[src/rtl/io_controller.sv]
// Single-clock I/O sequencer: step-rate tick, debounced button, and a stall FSM
// that holds the CPU on IN, OUT and HALT until the operator acknowledges.
module io_controller #(
   parameter int DIV        = 2500000,
   parameter int DEB_CYCLES = 16,
   parameter int SW_W       = 18,
   parameter int DATA_W     = 28
) (
   input  logic              clock,
   input  logic              reset,
   input  logic              button_in,
   input  logic [SW_W-1:0]   switches,
   input  logic              op_in,
   input  logic              op_out,
   input  logic              op_halt,
   input  logic [DATA_W-1:0] out_data,
   output logic              cpu_en,
   output logic [SW_W-1:0]   in_data,
   output logic [DATA_W-1:0] display,
   output logic              display_valid,
   output logic              heartbeat,
   output logic [2:0]        state
);

   localparam int TW = (DIV > 1) ? $clog2(DIV) : 1;
   localparam int DW = $clog2(DEB_CYCLES + 1);

   typedef enum logic [2:0] {
      RUN      = 3'd0,
      WAIT_IN  = 3'd1,
      WAIT_OUT = 3'd2,
      STEP     = 3'd3,
      HALTED   = 3'd4
   } state_t;

   state_t        fsm;
   logic [TW-1:0] tick_cnt;
   logic          tick;
   logic          sync_meta;
   logic          sync;
   logic          deb;
   logic          deb_prev;
   logic [DW-1:0] deb_cnt;
   logic          press;
   logic          any_op;

   assign tick   = (tick_cnt == TW'(DIV - 1));
   assign press  = deb & ~deb_prev;
   assign any_op = op_halt | op_in | op_out;

   // NOTE: every register below uses <= so all flops sample the pre-edge values together.
   always_ff @(posedge clock or posedge reset) begin
      if (reset) begin
         tick_cnt  <= '0;
         heartbeat <= 1'b0;
      end else if (tick) begin
         tick_cnt  <= '0;
         heartbeat <= ~heartbeat;
      end else begin
         tick_cnt  <= tick_cnt + TW'(1);
      end
   end

   // Level changes only after DEB_CYCLES consecutive disagreeing samples.
   always_ff @(posedge clock or posedge reset) begin
      if (reset) begin
         sync_meta <= 1'b0;
         sync      <= 1'b0;
         deb       <= 1'b0;
         deb_prev  <= 1'b0;
         deb_cnt   <= '0;
      end else begin
         sync_meta <= button_in;
         sync      <= sync_meta;
         deb_prev  <= deb;
         if (sync == deb) begin
            deb_cnt <= '0;
         end else if (deb_cnt == DW'(DEB_CYCLES - 1)) begin
            deb     <= sync;
            deb_cnt <= '0;
         end else begin
            deb_cnt <= deb_cnt + DW'(1);
         end
      end
   end

   always_ff @(posedge clock or posedge reset) begin
      if (reset) begin
         fsm     <= RUN;
         in_data <= '0;
         display <= '0;
      end else begin
         case (fsm)
            RUN: begin
               if (tick) begin
                  if (op_halt) begin
                     fsm <= HALTED;
                  end else if (op_in) begin
                     fsm <= WAIT_IN;
                  end else if (op_out) begin
                     fsm     <= WAIT_OUT;
                     display <= out_data;
                  end
               end
            end
            WAIT_IN: begin
               if (press) begin
                  in_data <= switches;
                  fsm     <= STEP;
               end
            end
            WAIT_OUT: begin
               if (press) fsm <= STEP;
            end
            STEP:    fsm <= RUN;
            HALTED:  fsm <= HALTED;
            default: fsm <= RUN;
         endcase
      end
   end

   // The RUN enable must see this cycle's decode, so it stays combinational.
   assign cpu_en        = (fsm == STEP) || ((fsm == RUN) && tick && !any_op);
   assign display_valid = (fsm == WAIT_OUT);
   assign state         = fsm;

endmodule

[config.mk]
export PLATFORM = sky130hd
export DESIGN_NAME = io_controller
export DESIGN_NICKNAME = d
export VERILOG_FILES = /design/src/rtl/io_controller.sv
export SDC_FILE = /design/constraint.sdc
export NUM_CORES = 1
export LEC_CHECK = 0
export BUFFER_PORTS_ARGS = -buffer_cell sky130_fd_sc_hd__buf_2
export CORE_UTILIZATION = 47
export DETAILED_ROUTE_END_ITERATION = 10
export MAX_ROUTING_LAYER = met4
export PLACE_DENSITY_LB_ADDON = 0.1
export SETUP_SLACK_MARGIN = 0.1
export SYNTH_ARGS = -nofsm -noshare
export SYNTH_HDL_FRONTEND = slang
export SYNTH_SLANG_ARGS = --single-unit
[constraint.sdc]
create_clock -name clock -period 6.2 [get_ports clock]
set_input_delay 0 -clock clock [delete_from_list [all_inputs] [get_ports clock]]
set_output_delay 0 -clock clock [all_outputs]
set_load 0.01 [all_outputs]
# Yosys cells after proc, flatten, opt, wreduce, memory -nomap -nowiden

Index checks and enable logic that the tools add are counted.

Equality and inequality tests: 10
Muxes and demuxes: 9
Reductions and logical operators: 10
Bitwise logic cells: 8
Add/subtract/negate cells: 2

Operators by type and width:

| operator                                             | number |
|---|---|
| adder 22 x 1 -> 22 bit (second input constant)       | 1 |
| equality test 22 bit (second input constant)         | 1 |
| 2-to-1 mux 22 bit                                    | 1 |
| 2-to-1 mux 3 bit                                     | 5 |
| 2-to-1 mux 5 bit                                     | 2 |
| one-hot mux 3 bit (3 select lines)                   | 1 |
| equality test 3 x 2 -> 1 bit (second input constant) | 2 |
| adder 5 x 1 -> 5 bit (second input constant)         | 1 |
| equality test 5 x 4 -> 1 bit (second input constant) | 1 |
| NOT 1 bit                                            | 5 |
| AND reduction 5 bit                                  | 1 |
| != test 4 bit (second input constant)                | 1 |
| AND reduction 2 bit                                  | 2 |
| equality test 3 x 1 -> 1 bit (second input constant) | 1 |
| equality test 3 bit (second input constant)          | 1 |
| zero test 3 bit                                      | 1 |
| AND reduction 3 bit                                  | 1 |
| logical AND 1 bit                                    | 2 |
| != test 2 x 1 -> 1 bit (second input constant)       | 1 |
| != test 2 bit (second input constant)                | 1 |
| bitwise OR 1 bit                                     | 2 |
| OR reduction 2 bit                                   | 1 |
| AND 1 bit                                            | 1 |
| equality test 1 bit                                  | 1 |
| other kinds (2)                                      | 2 |

Logic and storage cells: 49
Bits in registers: 81
Input bits: 52
Output and inout port bits: 52

# Logic depth before layout (Yosys ltp)

Depth in word-level cells: 5
Depth in mapped cells: 8
Gate-level depth less buffers: 5

# Worst setup path before layout

No wires, ideal clock.

Kind: register to register
Start point: reg tick_cnt[0]
End point: reg display[0]
Required time: 6.075 ns
Path buffers: 3
Stages on the path, launching flop included: 9
Path slack: 4.154 ns
Clock period less this slack: 2.046 ns
Library setup time: 0.125 ns
Arrival time: 1.921 ns
Path through: dfrtp_1 ha_1 and4_1 buf_4 nand4_1 or3_1 buf_6 buf_6 mux2_4

Word-level cells in the longest chain between the ends: 2

RTL lines:

| element                       | line | source |
|---|---|---|
| from (decl)                   | 37   | `logic [TW-1:0] tick_cnt;` |
| from (signal assigned)        | 60   | `tick_cnt <= tick_cnt + TW'(1);` |
| equality test 22 bit          | 47   | `assign tick = (tick_cnt == TW'(DIV - 1));` |
| AND reduction 5 bit (no line) | --   |  |
| to (signal assigned)          | 102  | `display <= out_data;` |
| to (decl)                     | 19   | `output logic [DATA_W-1:0] display,` |

No other way between the ends.
A chain may end at the register's enable or synchronous reset.

# Worst setup path in the final report

Start point: reg tick_cnt[0]
End point: reg display[8]

The elaborated chain is that of the path after synthesis.

==> impl_metrics.ini <==
[status]
run_status = finished clean

[finish]
fillCellCount = 490
drive_gt1_share_pct = 41.0
most-common-layout-cells = buf_2 (103), dfrtp_1 (81), dlygate4sd3_1 (49)
final_cells = 516
area_growth_pct = 37.6
layout_commonest_cell = buf_2
nNetsFinal = 469
n_antenna_cell = 0

[yosys]
synth_top_cell_area_share_pct = 58.8
synth_seq_cells = 81
syn_avg_cell_area_um2 = 13.3
synth-edff-count = 0
syn_area_um2 = 3450
async_flop_share_pct = 100
ys_seq_area_share_pct = 58.8
synth_largest_area_cell = dfrtp_1
synth_warnings = 0
synthFlopType = dfrtp_1
synth_fp_nets = 314
synth_area_leaders = dfrtp_1 (59%), mux2_2 (8.8%), mux2_4 (8.7%), xnor2_1 (2.8%), xor2_1 (2.5%)
synth_cell_type_count = 34
synthCells = 260

[cts]
clk_pin_slew_ns = 0.08
cts_resized = 0
cts_num_sinks = 81
clk_latency_ns = 0.34
h-tree-depth = 3
cts_tree = yes
cts_buffers = 9
cts_buffer_depth = 2
cts_root_buffer = clkbuf_8

[route]
ant_nets = 0
vias = 2566
firstDrtPassIters = 4
avgRoutedWirePerCell_um = 14.9
dr.first_iter.drc_count = 97
avgViaCountPerCell = 4.97
wl_um = 7690
drcViolationCount = 0

[pwr]
p_leak_uw = 0.00244
power_density_nw_per_um2 = 218
ir_drop_uv = 123

[global_routing]
top_usage_layer = met2
use_met1_pct = 26.9
grt_util_all_layers_pct = 21.6
grt_pass1_wl_um = 12000
met2_usage_pct = 34.2
grt-ovfl-total = 0
grt_pass1_vias = 2494
grtUsageMet3_pct = 6.13
antenna_found_initial = 0
grt_max_degree = 82

[worst_setup_path]
critPathLaunchType = register
end_kind = register
startpoint = tick_cnt[0]$_DFF_PP0_
cp_slowest_cell = dfrtp_1
crit_chain = ha_1 -> and4_1 -> nand4_1 -> or3_1 -> buf_4 -> mux2_4
cp_max_fo = 28
path_class = reg2reg
cp.required_ns = 6.43
worstPathArrival_ns = 2.45
slowest_delay_ns = 0.41
r2r-start = tick_cnt[0]$_DFF_PP0_

[timing]
clock_skew_ns = 0.00530
rsz0062_at_grt = no
fin_tns_setup_ns = 0
maxSlewHeadroom_pct = 33.9
slew_violations = 0
tightest_slew_ns = 0.992
fin_crit_sh_pct = 35.8
setup_violations = 0
min_period_ns = 2.22
hold_violations = 0
clock.fmax_mhz = 450

[floorplan]
die_area_um2 = 7680
die_h_um = 87.6
die_x_um = 87.6
initial_core_util_pct = 49.6
fp-row-count = 30
io_pins = 104
core_um2 = 6940

[run]
drv_cap = 0

[placement]
dp_cells = 451
globalplace.congestion = 0.804
io_buffers = 103
dp_hpwl_um = 4630

[min_path]
hold_class = in2reg
worstHoldStart = op_in
==> cell usage after synthesis, types with 2 or more instances <==
cell / n
a21oi_1: 3
and2_1: 3
and3_1: 4
and4_1: 3
buf_2: 3
buf_6: 3
clkbuf_1: 3
dfrtp_1: 81
ha_1: 2
inv_1: 2
mux2_2: 27
mux2_4: 20
mux2i_1: 2
nand2_1: 10
nand3_1: 17
nand4_1: 9
nor2_1: 20
nor2b_1: 2
nor3_1: 5
nor4_1: 4
o21ai_0: 4
or2_2: 2
xnor2_1: 11
xor2_1: 10
==> registers in the layout, summed over array words and instances (netlist names), 3 cells and up <==
signal,cells
display,28
tick_cnt,22
in_data,18
deb_cnt,5
state,3
==> critical path: cells and delay by family (launching register included) <==
kind | cells | cell delay [ns]
buf+inv | 1 | 0.29
mux | 1 | 0.35
simple gates | 3 | 0.84
fa+ha+maj | 1 | 0.21
flops | 1 | 0.41
==> final cells by class <==
cell class,instances,area (µm²),share of cell area (%)
sequential,81,2030,42.7
timing repair buffer,154,1020,21.5
clock buffer,11,141,2.98
clock inverter,5,78.8,1.66
inverter,2,8.76,0.185
tap,96,120,2.53
multi-input combinational,167,1350,28.4
==> report_power, final <==
| part | internal [µW] | switching, µW | total (µW) | leakage (µW) |
|---|---|---|---|---|
| sequential | 536 | 4.29 | 540 | 0.00107 |
| combinational | 43.1 | 30.0 | 73.1 | 0.00126 |
| clock | 237 | 182 | 419 | 0.000113 |
==> per-stage QoR <==
| step | util (%) | worst slack (ns) | power (µW) | hold WS (ns) | area (µm²) |
|---|---|---|---|---|---|
| floorplan | - | 4.12 | 571 | 0.0314 | 3450 |
| global placement | 58.1 | 4.05 | 598 | 0.111 | 4030 |
| detailed placement | 58.1 | 3.99 | 599 | 0.115 | 4030 |
| CTS | 68.3 | 3.98 | 1050 | 0.0107 | 4740 |
| global route | 68.3 | 3.88 | 1080 | 0.0313 | 4740 |
| finish | 68.3 | 3.98 | 1030 | 0.0306 | 4740 |
==> repair_timing <==
| item | CTS | global route |
|---|---|---|
| endpoints found under the hold margin | 122 | 0 |
| hold buffers | 49 | 0 |
| setup buffers | 0 | 0 |
==> per-layer routing <==
layer / routed length, µm / share of wire [%]
met1: 3440 / 45
met2: 3700 / 48
met3: 468 / 6.1
met4: 75 / 0.98
met5: 0 / 0
==> final timing paths <==
check	endpoint	slack [ns]	depth (start not counted)
worst min-delay path	state[1]$_DFFE_PP0P_	0.03	4
min in group asynchronous	display[15]$_DFFE_PP0P_	0.53	4
worst min register to register	sync$_DFF_PP0_	0.37	0
max in group asynchronous	deb_cnt[1]$_DFF_PP0_	5.04	4
worst max register to register	display[8]$_DFFE_PP0P_	3.98	6
worst max-delay path	display[8]$_DFFE_PP0P_	3.98	6
==> kinds of logic (layout without fill, tap and decap cells) <==
| kind of cell | Yosys count | count (layout) | share of synthesized area [%] |
|---|---|---|---|
| XOR/XNOR | 21 | 21 | 5.34 |
| buffers and inverters | 12 | 172 | 2.18 |
| multiplexers | 49 | 49 | 18.1 |
| flip-flops | 81 | 81 | 58.8 |
| adder cells (fa/ha/maj) | 2 | 2 | 0.726 |
| AND/OR/NAND/NOR | 87 | 87 | 13.6 |
| AO/OA/AOI/OAI | 8 | 8 | 1.20 |
No activity file was read; power rests on OpenSTA's default activity.
